`config.mk`:
```
export PLATFORM = sky130hd
export DESIGN_NAME = shift_rows_pipe
export DESIGN_NICKNAME = d
export VERILOG_FILES = /design/src/rtl/shift_rows_pipe_pkg.sv /design/src/rtl/shift_rows_stage.sv /design/src/rtl/shift_rows_pipe.sv
export SDC_FILE = /design/constraint.sdc
export NUM_CORES = 1
export LEC_CHECK = 0
export ABC_AREA = 1
export ABC_CLOCK_PERIOD_IN_PS = 2300
export BUFFER_PORTS_ARGS = -buffer_cell sky130_fd_sc_hd__buf_2
export CORE_MARGIN = 8
export CORE_UTILIZATION = 53
export DETAILED_ROUTE_END_ITERATION = 6
export PLACE_DENSITY = 0.91
export SLEW_MARGIN = 30
export SYNTH_ARGS = -nofsm -noshare
export SYNTH_HDL_FRONTEND = slang
export SYNTH_HIERARCHICAL = 1
export SYNTH_SLANG_ARGS = --single-unit
```
`constraint.sdc`:
```
create_clock -name clk -period 2.3 [get_ports clk]
set_input_delay 0.46 -clock clk [delete_from_list [all_inputs] [get_ports clk]]
set_output_delay 0.46 -clock clk [all_outputs]
set_load 0.1 [all_outputs]
```
`src/rtl/shift_rows_pipe_pkg.sv`:
```
// Shared AES ShiftRows definitions: per-NB row offsets, byte indexing and legal parameter ranges.
package shift_rows_pipe_pkg;

  localparam int STAGES_MIN = 1;
  localparam int STAGES_MAX = 4;

  // Row offsets: Rijndael uses a wider spread on rows 2/3 for 256-bit blocks.
  localparam int ROW_SHIFT_STD [4] = '{0, 1, 2, 3};
  localparam int ROW_SHIFT_NB8 [4] = '{0, 1, 3, 4};

  function automatic bit nb_legal(input int nb);
    return (nb == 4) || (nb == 6) || (nb == 8);
  endfunction

  function automatic int row_shift(input int nb, input int row);
    return (nb == 8) ? ROW_SHIFT_NB8[row] : ROW_SHIFT_STD[row];
  endfunction

  // Column-major state: byte k sits at row k%4, column k/4.
  function automatic int byte_idx(input int row, input int col);
    return 4 * col + row;
  endfunction

endpackage

```
`src/rtl/shift_rows_stage.sv`:
```
// One valid/ready register stage; loads when empty or when its downstream accepts.
module shift_rows_stage #(
  parameter int DATA_W = 128
) (
  input  logic              clk,
  input  logic              reset,
  input  logic              flush,
  input  logic              in_valid,
  output logic              in_ready,
  input  logic [DATA_W-1:0] in_data,
  output logic              out_valid,
  input  logic              out_ready,
  output logic [DATA_W-1:0] out_data
);

  logic              vld_p0;
  logic [DATA_W-1:0] data_p0;

  assign in_ready  = !vld_p0 || out_ready;
  assign out_valid = vld_p0;
  assign out_data  = data_p0;

  // Stage register: flush drops the valid bit only, data keeps its last value.
  always_ff @(posedge clk) begin
    if (reset) begin
      vld_p0  <= 1'b0;
      data_p0 <= '0;
    end else if (flush) begin
      vld_p0 <= 1'b0;
    end else if (in_ready) begin
      vld_p0 <= in_valid;
      if (in_valid) data_p0 <= in_data;
    end
  end

endmodule

```
`src/rtl/shift_rows_pipe.sv`:
```
// AES ShiftRows/InvShiftRows with a STAGES-deep valid/ready pipeline.
// Optional per-beat bypass enabled by defining SHIFT_ROWS_PIPE_BYPASS_EN.
module shift_rows_pipe
  import shift_rows_pipe_pkg::*;
#(
  parameter int NB     = 4,
  parameter int STAGES = 1
) (
  input  logic              clk,
  input  logic              reset,
  input  logic              flush,
  input  logic              in_valid,
  output logic              in_ready,
  input  logic              in_inv,
`ifdef SHIFT_ROWS_PIPE_BYPASS_EN
  input  logic              in_bypass,
`endif
  input  logic [32*NB-1:0]  in_data,
  output logic              out_valid,
  input  logic              out_ready,
  output logic [32*NB-1:0]  out_data,
  output logic              busy
);

  localparam int DATA_W = 32 * NB;

  if (!nb_legal(NB) || (STAGES < STAGES_MIN) || (STAGES > STAGES_MAX)) begin : g_bad_param
    $error("shift_rows_pipe: illegal NB=%0d or STAGES=%0d", NB, STAGES);
  end

  logic [DATA_W-1:0] fwd_data;
  logic [DATA_W-1:0] inv_data;
  logic [DATA_W-1:0] perm_data;

  // Pure wiring permutation: every byte index is resolved at elaboration.
  for (genvar r = 0; r < 4; r++) begin : g_row
    for (genvar c = 0; c < NB; c++) begin : g_col
      localparam int DST  = DATA_W - 1 - 8 * byte_idx(r, c);
      localparam int FSRC = DATA_W - 1 - 8 * byte_idx(r, (c + row_shift(NB, r)) % NB);
      localparam int ISRC = DATA_W - 1 - 8 * byte_idx(r, (c - row_shift(NB, r) + NB) % NB);
      assign fwd_data[DST -: 8] = in_data[FSRC -: 8];
      assign inv_data[DST -: 8] = in_data[ISRC -: 8];
    end
  end

`ifdef SHIFT_ROWS_PIPE_BYPASS_EN
  assign perm_data = in_bypass ? in_data : (in_inv ? inv_data : fwd_data);
`else
  assign perm_data = in_inv ? inv_data : fwd_data;
`endif

  logic [STAGES:0]   vld_c;
  logic [STAGES:0]   rdy_c;
  logic [DATA_W-1:0] data_c [STAGES+1];

  assign vld_c[0]      = in_valid;
  assign data_c[0]     = perm_data;
  assign rdy_c[STAGES] = out_ready;

  // Stage boundaries: ready ripples back from out_ready through each stage.
  for (genvar i = 0; i < STAGES; i++) begin : g_stage
    shift_rows_stage #(
      .DATA_W(DATA_W)
    ) u_stage (
      .clk      (clk),
      .reset    (reset),
      .flush    (flush),
      .in_valid (vld_c[i]),
      .in_ready (rdy_c[i]),
      .in_data  (data_c[i]),
      .out_valid(vld_c[i+1]),
      .out_ready(rdy_c[i+1]),
      .out_data (data_c[i+1])
    );
  end

  assign in_ready  = rdy_c[0] && !flush && !reset;
  assign out_valid = vld_c[STAGES];
  assign out_data  = data_c[STAGES];
  assign busy      = |vld_c[STAGES:1];

endmodule

```
==> results of run 1 <==
[stage by stage]
stage | area (µm²) | utilization, % | setup slack [ns]
after floorplan | 6724 | - | 0.03067
after global placement | 7840 | 62.63 | 0.6497
after detailed placement | 7840 | 62.63 | 0.6086
after CTS | 8447 | 67.48 | 0.4005
after global routing | 8447 | 67.48 | 0.3563
final | 8447 | 67.48 | 0.4253
[registers in the layout, summed over array words and instances (netlist names)]
| register | count |
|---|---|
| g_stage.u_stage/out_data | 128 |
| g_stage.u_stage/out_valid | 1 |
[synth_stat cells]
library cell / count / area (µm²)
nor2_1: 129 / 484.2
a21oi_1: 129 / 645.6
clkbuf_1: 3 / 11.26
nor3_1: 1 / 5.000
buf_2: 42 / 210.2
nor2_4: 1 / 11.26
inv_1: 132 / 495.5
clkbuf_8: 7 / 96.34
nand3_1: 128 / 640.6
dfxtp_1: 129 / 2582
nand2_2: 1 / 6.260
buf_4: 11 / 82.58
buf_6: 21 / 236.5
inv_2: 1 / 3.750
nand2_1: 321 / 1205
[metal layers]
metal | share of wire [%] | wire (µm) | up-vias | GRT usage [%]
li1 | - | - | 3671 | -
met1 | 41 | 7834 | 3212 | 25.39
met2 | 47 | 9019 | 245 | 36.68
met3 | 9.5 | 1821 | 34 | 8.399
met4 | 2.4 | 452 | 0 | 9.537
met5 | 0 | 0 | - | 0
[cell families after synthesis]
kind of cell / share of synthesized area [%]
flip-flops: 38.45
AND/OR/NAND/NOR: 35.02
AO/OA/AOI/OAI: 9.613
buffers and inverters: 16.92
[worst max-delay path, stage by stage (launching register included)]
cell,delay [ns]
dfxtp_1,0.48
nand2_8,0.16
nand2_1,0.15
nor2_4,0.05
buf_12,0.16
[power by group through the flow]
stage	clock, mW	combinational, mW	sequential [mW]
3_3_place_gp	0	2.05	2.51
6_report	2.74	2.08	2.47
3_5_place_dp	0	2.08	2.51
2_1_floorplan	0	0.613	3.62
4_1_cts	2.78	2.08	2.47
5_1_grt	2.88	2.21	2.49
[placed cells by master, fill, tap and decap left out, drive strengths merged]
| master | synthesis | routed |
|---|---|---|
| nand2 | 322 | 322 |
| buf | 74 | 277 |
| inv | 133 | 133 |
| nor2 | 130 | 130 |
| a21oi | 129 | 129 |
| dfxtp | 129 | 129 |
| nand3 | 128 | 128 |
| clkbuf | 10 | 22 |
| clkinv | 0 | 7 |
| bufinv | 0 | 3 |
| nor3 | 1 | 1 |
[final timing paths]
check        depth (start not counted)  slack [ns]                                           end                                         start
max                                  4        0.43                                      in_ready     g_stage[0].u_stage/out_valid$_SDFFE_PP0P_
min                                  2        0.27     g_stage[0].u_stage/out_valid$_SDFFE_PP0P_                                         flush
max reg2reg                          5        0.82  g_stage[0].u_stage/out_data[23]$_SDFFE_PP0P_     g_stage[0].u_stage/out_valid$_SDFFE_PP0P_
min reg2reg                          2        0.47  g_stage[0].u_stage/out_data[31]$_SDFFE_PP0P_  g_stage[0].u_stage/out_data[31]$_SDFFE_PP0P_
[cell type report]
cell class / instances / area share [%]
Tap cell: 172 / 2.548
Timing Repair Buffer: 277 / 18.01
Clock buffer: 22 / 5.614
Inverter: 133 / 5.940
Sequential cell: 129 / 30.57
Multi-Input combinational cell: 710 / 35.74
Clock inverter: 10 / 1.570
==> qor.txt, run 1 <==
FF+latch area -> 2582 µm²
RSZ-0062 raised after global routing -> no
initial antenna violation count -> 0
Setup crit end kind -> output port
Layout area overhead -> 25.76%
combinational power share -> 28.5%
global route overflow -> 0
Syn Std Cell Area -> 6716 µm²
Max Root-Sink Buffers -> 2
Reg power frac -> 33.9%
Final Hold Fails -> 0
Post-Syn Instances -> 1056
largest net degree at the start of global routing -> 132
CP Class -> reg -> out
final worst path period need -> 1.875 ns
TritonRoute pass-1 iters -> 5
Slew headroom -> 58.11%
multi-input logic area -> 3019 µm²
status -> completed
#FFs+latches synth -> 129
DRT antenna net count -> 0
Tot Pwr -> 7.291 mW
Tcrit/Tclk final -> 81.51%
chip height -> 128.6 µm
switching pwr -> 2.694 mW
Mean Syn Cell Area -> 6.360 µm²
worst hold path type -> in -> reg
# diodes -> 0
Final Slew Violations -> 0
Rows -> 41
via count -> 7162
vias in the first global route -> 6244
final WL -> 19.13 mm
initial core utilization -> 53.66%
Global Route Usage Sum -> 22.26%
First DRT Iteration DRCs -> 397
DIE WIDTH -> 128.6 µm
core area -> 12520 µm²
Max Fclk -> 533.4 MHz
Clock Latency Late Sink -> 0.41 ns
Int Power -> 4.597 mW
RePlAce Congestion -> 0.8137
switch share -> 36.95%
Cells after DPL -> 1421
die area -> 16530 µm²
Critical Path AT -> 1.41 ns
PwrDens -> 863.2 nW/µm²
global-route wire length before repair -> 29.78 mm
VDD IR max -> 0.0004480 V
final net count -> 1402
DRC -> 0
# resized after CTS -> 0
CTS buffer count -> 17
Clk pwr share -> 37.6%
Num Clock Sinks -> 129
clk root buf -> clkbuf_16
Vias/cell -> 4.929
CTS tree -> done
proportion of layout cells with a drive suffix above 1 -> 24.36%
distinct cell type count after synthesis -> 15
syn_nets -> 1190
Startpoint Class -> register
warnings from Yosys -> 6
Non-Filler Instances -> 1453
worst slew pin tran -> 0.6283 ns
hpwl dp -> 13.29 mm
H-tree levels -> 4
Worst EP required -> 1.84 ns
crit-path max FO -> 21
leakage power -> 4.897 nW
IO Port Bufs -> 264
num ports -> 265
Seq/Total Area, Yosys -> 38.45%
setup repair bufs after CTS -> 0
Fin Setup TNS -> 0 ns
# hold bufs at CTS -> 0
clock-pin slew on the worst setup and hold paths -> 0.06 ns
worst clock skew -> 0.006315 ns
DR WL/cell -> 13.16 µm
setup violators final -> 0
worst hold slack -> 0.2715 ns
fill cell count -> 1110
max-cap check violation count -> 0
Note: power is estimated with default switching activity, not from simulation.
==> inputs of run 2 (changes only) <==
--- a/config.mk
+++ b/config.mk
@@ -5,13 +5,13 @@
 export SDC_FILE = /design/constraint.sdc
 export NUM_CORES = 1
 export LEC_CHECK = 0
-export ABC_AREA = 1
-export ABC_CLOCK_PERIOD_IN_PS = 2300
+export ABC_AREA = 0
+export ABC_CLOCK_PERIOD_IN_PS = 1590
 export BUFFER_PORTS_ARGS = -buffer_cell sky130_fd_sc_hd__buf_2
 export CORE_MARGIN = 8
-export CORE_UTILIZATION = 53
+export CORE_UTILIZATION = 45
 export DETAILED_ROUTE_END_ITERATION = 6
-export PLACE_DENSITY = 0.91
+export PLACE_DENSITY = 0.82
 export SLEW_MARGIN = 30
 export SYNTH_ARGS = -nofsm -noshare
 export SYNTH_HDL_FRONTEND = slang
==> constraint.sdc (replaced) <==
create_clock -name clk -period 1.59 [get_ports clk]
set_input_delay 0.318 -clock clk [delete_from_list [all_inputs] [get_ports clk]]
set_output_delay 0.318 -clock clk [all_outputs]
set_load 0.1 [all_outputs]
==> run 2 against run 1 <==
  * The run now ends with negative setup slack left
  * Hold slack worse by 0.11 ns
  * First-iteration DRC count down 65%
  * Non-clock buffer count up 20
  * Worst setup slack worse by 0.48 ns
  * Global-route usage down 5.8 points
  * Clock skew up 0.0043 ns
  * Largest power group unchanged
==> qor.txt, run 2 <==
worst hold path type -> in -> reg
RePlAce Congestion -> 0.7738
list of most frequent post-synthesis cells -> nand2b_1, dfxtp_1, mux2i_1, mux2_4, clkbuf_1
# diodes -> 0
failing checks -> negative setup slack
PwrDens -> 1080 nW/µm²
Worst EP required -> 1.27 ns
Global Route Usage Sum -> 16.41%
Reg power frac -> 35.0%
hold depth -> 3
FFs w/ async S/R, synth -> 0%
setup ws final -> -0.05005 ns
num ports -> 265
Rows -> 45
Mean Syn Cell Area -> 11.03 µm²
final WL -> 17.88 mm
Worst path depth -> 4
crit-path leading delay family -> flip-flops
cell taking the most area after synthesis -> dfxtp_1
die area -> 19760 µm²
Max Fclk -> 609.7 MHz
worst slew pin tran -> 0.5375 ns
CP Class -> reg -> out
most common cell after layout, fill and taps aside -> buf_2
core area -> 15200 µm²
initial antenna violation count -> 1
initial core utilization -> 45.93%
combinational power share -> 27.1%
Num Clock Sinks -> 129
Final Slew Violations -> 0
worst r2r path cells -> 7
largest net degree at the start of global routing -> 121
Cell Area, Placed -> 8308 µm²
switch share -> 33.57%
fill cell count -> 1247
warnings from Yosys -> 6
# hold bufs at CTS -> 0
setup violators final -> 40
RSZ-0062 raised after global routing -> yes
syn_nets -> 767
status -> complete, but fails checks
Clock Latency Late Sink -> 0.41 ns
VDD IR max -> 0.0007563 V
Vias/cell -> 4.719
CTS tree -> done
Buf/Inv on CP -> 2
max-cap check violation count -> 0
Tcrit/Tclk final -> 103.1%
DIE WIDTH -> 140.6 µm
Max Root-Sink Buffers -> 2
final net count -> 1033
clk root buf -> clkbuf_16
First DRT Iteration DRCs -> 139
TritonRoute pass-1 iters -> 4
max reg flops -> 128
vias in the first global route -> 5331
Non-Filler Instances -> 1100
CP max stage delay -> 0.34 ns
CTS buffer count -> 17
Post-synth EDFFs -> 0
via count -> 5191
most frequent cells in the layout -> buf_2, nand2b_1, dfxtp_1
IO Port Bufs -> 264
Int Power -> 6.650 mW
Post-Syn Instances -> 633
proportion of layout cells with a drive suffix above 1 -> 43.53%
worst clock skew -> 0.01057 ns
leakage power -> 4.343 nW
Final Hold Fails -> 0
final worst path period need -> 1.640 ns
CP Cell Sequence -> nor2b_4 -> inv_2 -> nor3b_4 -> buf_12
Cells after DPL -> 1052
switching pwr -> 3.361 mW
Setup crit end kind -> output port
worst hold slack -> 0.1635 ns
distinct cell type count after synthesis -> 16
ys flop type -> dfxtp_1
DRC -> 0
DP Worst Slack -> 0.08481 ns
post-route standard cell area excluding fillers -> 9268 µm²
#FFs+latches synth -> 129
Tot Pwr -> 10.01 mW
count leader, synth -> nand2b_1
Critical Path Slowest Stage Cell -> dfxtp_4
crit-path max FO -> 2
hpwl dp -> 12.37 mm
H-tree levels -> 4
largest cells by area after synthesis -> dfxtp_1, nand2b_1, mux2i_1
global route overflow -> 0
Startpoint Class -> register
Syn Std Cell Area -> 6982 µm²
Layout area overhead -> 32.74%
chip height -> 140.6 µm
Slew headroom -> 64.41%
global-route wire length before repair -> 26.30 mm
Seq/Total Area, Yosys -> 36.99%
clock-pin slew on the worst setup and hold paths -> 0.06 ns
Clk pwr share -> 37.9%
DR WL/cell -> 16.26 µm
fin util -> 60.96%
post-synth top area share -> 36.99%
Fin Setup TNS -> -0.5442 ns
Critical Path AT -> 1.32 ns
DRT antenna net count -> 0
-- run 2: cell types whose count changed after synthesis, sizes merged, moves of 128 or more --
cell	delta
nand3	-128
inv	-132
nand2b	+256
a21oi	-129
nand2	-322
mux2i	+128
nor2	-129
-- run 2: area by class of cell --
| class | instances | area, µm² | area share [%] |
|---|---|---|---|
| tap | 188 | 235.2 | 2.538 |
| clock buffer | 22 | 464.2 | 5.009 |
| multi-input combinational | 453 | 3896 | 42.04 |
| timing repair buffer | 297 | 1972 | 21.28 |
| sequential | 129 | 2586 | 27.91 |
| inverter | 1 | 3.754 | 0.04050 |
| clock inverter | 10 | 110.1 | 1.188 |
-- run 2: power by group through the flow --
stage / sequential [mW] / combinational [mW] / clock [mW]
after floorplan: 4.83 / 0.870 / 0
after global placement: 3.57 / 2.56 / 0
after detailed placement: 3.57 / 2.59 / 0
after CTS: 3.50 / 2.60 / 3.89
after global routing: 3.52 / 2.82 / 4.02
final: 3.50 / 2.71 / 3.80
-- run 2: tightest hold or removal path, delay by kind of cell --
kind / cells / cell delay [ns]
buffers and inverters: 1 / 0.09
and+or+nand+nor: 1 / 0.05
muxes: 1 / 0.06
-- run 2: logic make-up (layout without fill, tap and decap cells) --
family                 Yosys count  after routing  synth area share [%]
AND/OR/NAND/NOR                261            261                 23.64
buffers and inverters           51            330                 7.473
multiplexers                   192            192                 31.90
flip-flops                     129            129                 36.99
-- run 2: final timing paths --
check | start | end | slack, ns
worst min register to register | g_stage[0].u_stage/out_data[76]$_SDFFE_PP0P_ | g_stage[0].u_stage/out_data[76]$_SDFFE_PP0P_ | 0.47
worst max-delay path | g_stage[0].u_stage/out_valid$_SDFFE_PP0P_ | in_ready | -0.05
worst max register to register | g_stage[0].u_stage/out_valid$_SDFFE_PP0P_ | g_stage[0].u_stage/out_data[81]$_SDFFE_PP0P_ | -0.04
worst min-delay path | in_data[47] | g_stage[0].u_stage/out_data[111]$_SDFFE_PP0P_ | 0.16
-- run 2: what timing repair did --
item                       4_1_cts  5_1_grt
pin swaps                        0        1
setup endpoints to repair        1       87
gates cloned                     0       11
setup buffers                    1        4
gates resized for setup          1       25
-- run 2: per-layer routing --
metal	wire (µm)	GRT usage [%]	vias up
li1	-	-	2608
met3	1620	7.849	15
met1	7384	17.95	2394
met2	8656	27.53	172
met4	206	5.317	2
met5	13	0	-
==> inputs of run 3 (changes only) <==
--- a/config.mk
+++ b/config.mk
@@ -7,11 +7,11 @@
 export LEC_CHECK = 0
 export ABC_AREA = 0
 export ABC_CLOCK_PERIOD_IN_PS = 1590
-export BUFFER_PORTS_ARGS = -buffer_cell sky130_fd_sc_hd__buf_2
 export CORE_MARGIN = 8
-export CORE_UTILIZATION = 45
+export CORE_UTILIZATION = 58
 export DETAILED_ROUTE_END_ITERATION = 6
-export PLACE_DENSITY = 0.82
+export DONT_BUFFER_PORTS = 1
+export PLACE_DENSITY = 0.81
 export SLEW_MARGIN = 30
 export SYNTH_ARGS = -nofsm -noshare
 export SYNTH_HDL_FRONTEND = slang
==> run 3 against run 2 <==
  * The run still ends with negative setup slack left
  * Wire length increased by 1.4%
  * Largest cell class unchanged
  * Count of clock-buffer cells in the layout increased by 2
  * Critical path type is now reg -> reg
  * Critical path depth increased by 3
==> qor.txt, run 3 (same netlist as run 2, synthesis figures left out) <==
Tcrit/Tclk final -> 103.4%
Fin Setup TNS -> -0.5842 ns
chip height -> 125.7 µm
Vias/cell -> 5.253
max-cap check violation count -> 0
global route overflow -> 0
clk root buf -> clkbuf_16
clock-pin slew on the worst setup and hold paths -> 0.06 ns
H-tree levels -> 4
RePlAce Congestion -> 0.7498
First DRT Iteration DRCs -> 296
largest net degree at the start of global routing -> 259
Final Slew Violations -> 0
global routing usage on met1 -> 19.41%
setup ws final -> -0.05367 ns
global-route wire length before repair -> 25.90 mm
vias in the first global route -> 4995
Num Clock Sinks -> 129
max reg flops -> 128
Global Route Usage Sum -> 20.35%
final WL -> 18.13 mm
setup violators final -> 32
multi-input logic area -> 3919 µm²
Max Fclk -> 608.4 MHz
Setup crit end kind -> register
final worst path period need -> 1.644 ns
busiest grt layer -> met2
final net count -> 890
most common cell after layout, fill and taps aside -> nand2b_1
CTS buffer count -> 17
Rows -> 40
initial antenna violation count -> 0
Final Hold Fails -> 0
Critical Path AT -> 1.97 ns
worst hold path type -> in -> reg
VDD IR max -> 0.0007440 V
worst hold slack -> 0.06376 ns
fill cell count -> 790
TritonRoute pass-1 iters -> 4
fin util -> 72.57%
met2 Use GR -> 37.00%
# diodes -> 0
failing checks -> negative setup slack
Startpoint Class -> register
Slew headroom -> 62.93%
leakage power -> 3.704 nW
hpwl dp -> 11.79 mm
DRT antenna net count -> 0
FF+latch area -> 2586 µm²
Clock Latency Late Sink -> 0.40 ns
status -> complete, but fails checks
DRC -> 0
CP Class -> reg -> reg
crit-path max FO -> 7
RSZ-0062 raised after global routing -> yes
Worst EP required -> 1.91 ns
proportion of layout cells with a drive suffix above 1 -> 32.99%
worst slew pin tran -> 0.5607 ns
DIE WIDTH -> 125.7 µm
via count -> 4801
IO Port Bufs -> 0
most frequent cells in the layout -> nand2b_1, buf_4, dfxtp_1
Tot Pwr -> 9.546 mW
routing usage on met3 -> 10.72%
CTS tree -> done
PwrDens -> 1109 nW/µm²
DR WL/cell -> 19.83 µm
Layout area overhead -> 23.30%
initial core utilization -> 58.86%
Max Root-Sink Buffers -> 2
die area -> 15800 µm²
DP Worst Slack -> 0.1324 ns
num ports -> 265
worst clock skew -> 0.006982 ns
core area -> 11860 µm²
run 3: cell types whose count changed in the layout (fill, tap and decap cells not counted), sizes merged:
cell,before,now
buf,286,146
bufinv,2,1
clkbuf,33,30
clkinv,7,4
dlygate4sd3,0,2
run 3: path summary, 6_finish.rpt:
path,from,endpoint,slack (ns),depth (start not counted)
worst min register to register,g_stage[0].u_stage/out_data[17]$_SDFFE_PP0P_,g_stage[0].u_stage/out_data[17]$_SDFFE_PP0P_,0.47,2
worst max-delay path,g_stage[0].u_stage/out_valid$_SDFFE_PP0P_,g_stage[0].u_stage/out_data[111]$_SDFFE_PP0P_,-0.05,7
worst max register to register,g_stage[0].u_stage/out_valid$_SDFFE_PP0P_,g_stage[0].u_stage/out_data[111]$_SDFFE_PP0P_,-0.05,7
worst min-delay path,in_data[75],g_stage[0].u_stage/out_data[11]$_SDFFE_PP0P_,0.06,2
run 3: metrics by stage:
| step | area (µm²) | instances |
|---|---|---|
| after global placement | 7734 | 866 |
| after floorplan | 6997 | 633 |
| after detailed placement | 7734 | 866 |
| final | 8608 | 914 |
| after global routing | 8608 | 914 |
| after CTS | 8312 | 900 |
run 3: layout make-up:
type | instances | area share [%]
Clock buffer | 24 | 5.596
Inverter | 1 | 0.04360
Tap cell | 147 | 2.137
Sequential cell | 129 | 30.04
Timing Repair Buffer | 154 | 15.99
Clock inverter | 6 | 0.6686
Multi-Input combinational cell | 453 | 45.52
run 3: per-layer routing:
metal / wire length, µm / vias up
met2: 9359 / 175
met1: 6627 / 2288
met5: 0 / -
li1: - / 2321
met4: 269 / 0
met3: 1868 / 17
run 3: power breakdown:
part           switching [mW]  total [mW]  internal (mW)
Combinational            1.72        2.50          0.785
Clock                    1.32        3.57           2.24
Sequential             0.0608        3.47           3.41
run 3: repair_timing:
| action | 4_1_cts | 5_1_grt |
|---|---|---|
| endpoints found under the hold margin | 1 | 0 |
| gates cloned | 0 | 8 |
| hold buffers | 2 | 0 |
| resized for setup | 2 | 23 |
| endpoints found under the setup margin | 1 | 107 |
| pin swaps | 0 | 1 |
| buffers inserted | 2 | 7 |
run 3: critical path, cell delays in order, from the launching register on:
cell and delay [ns]:
dfxtp_4 0.34, nor2b_4 0.12, buf_4 0.14, nor3b_4 0.29
buf_6 0.17, buf_8 0.14, clkbuf_16 0.17, mux2i_1 0.20
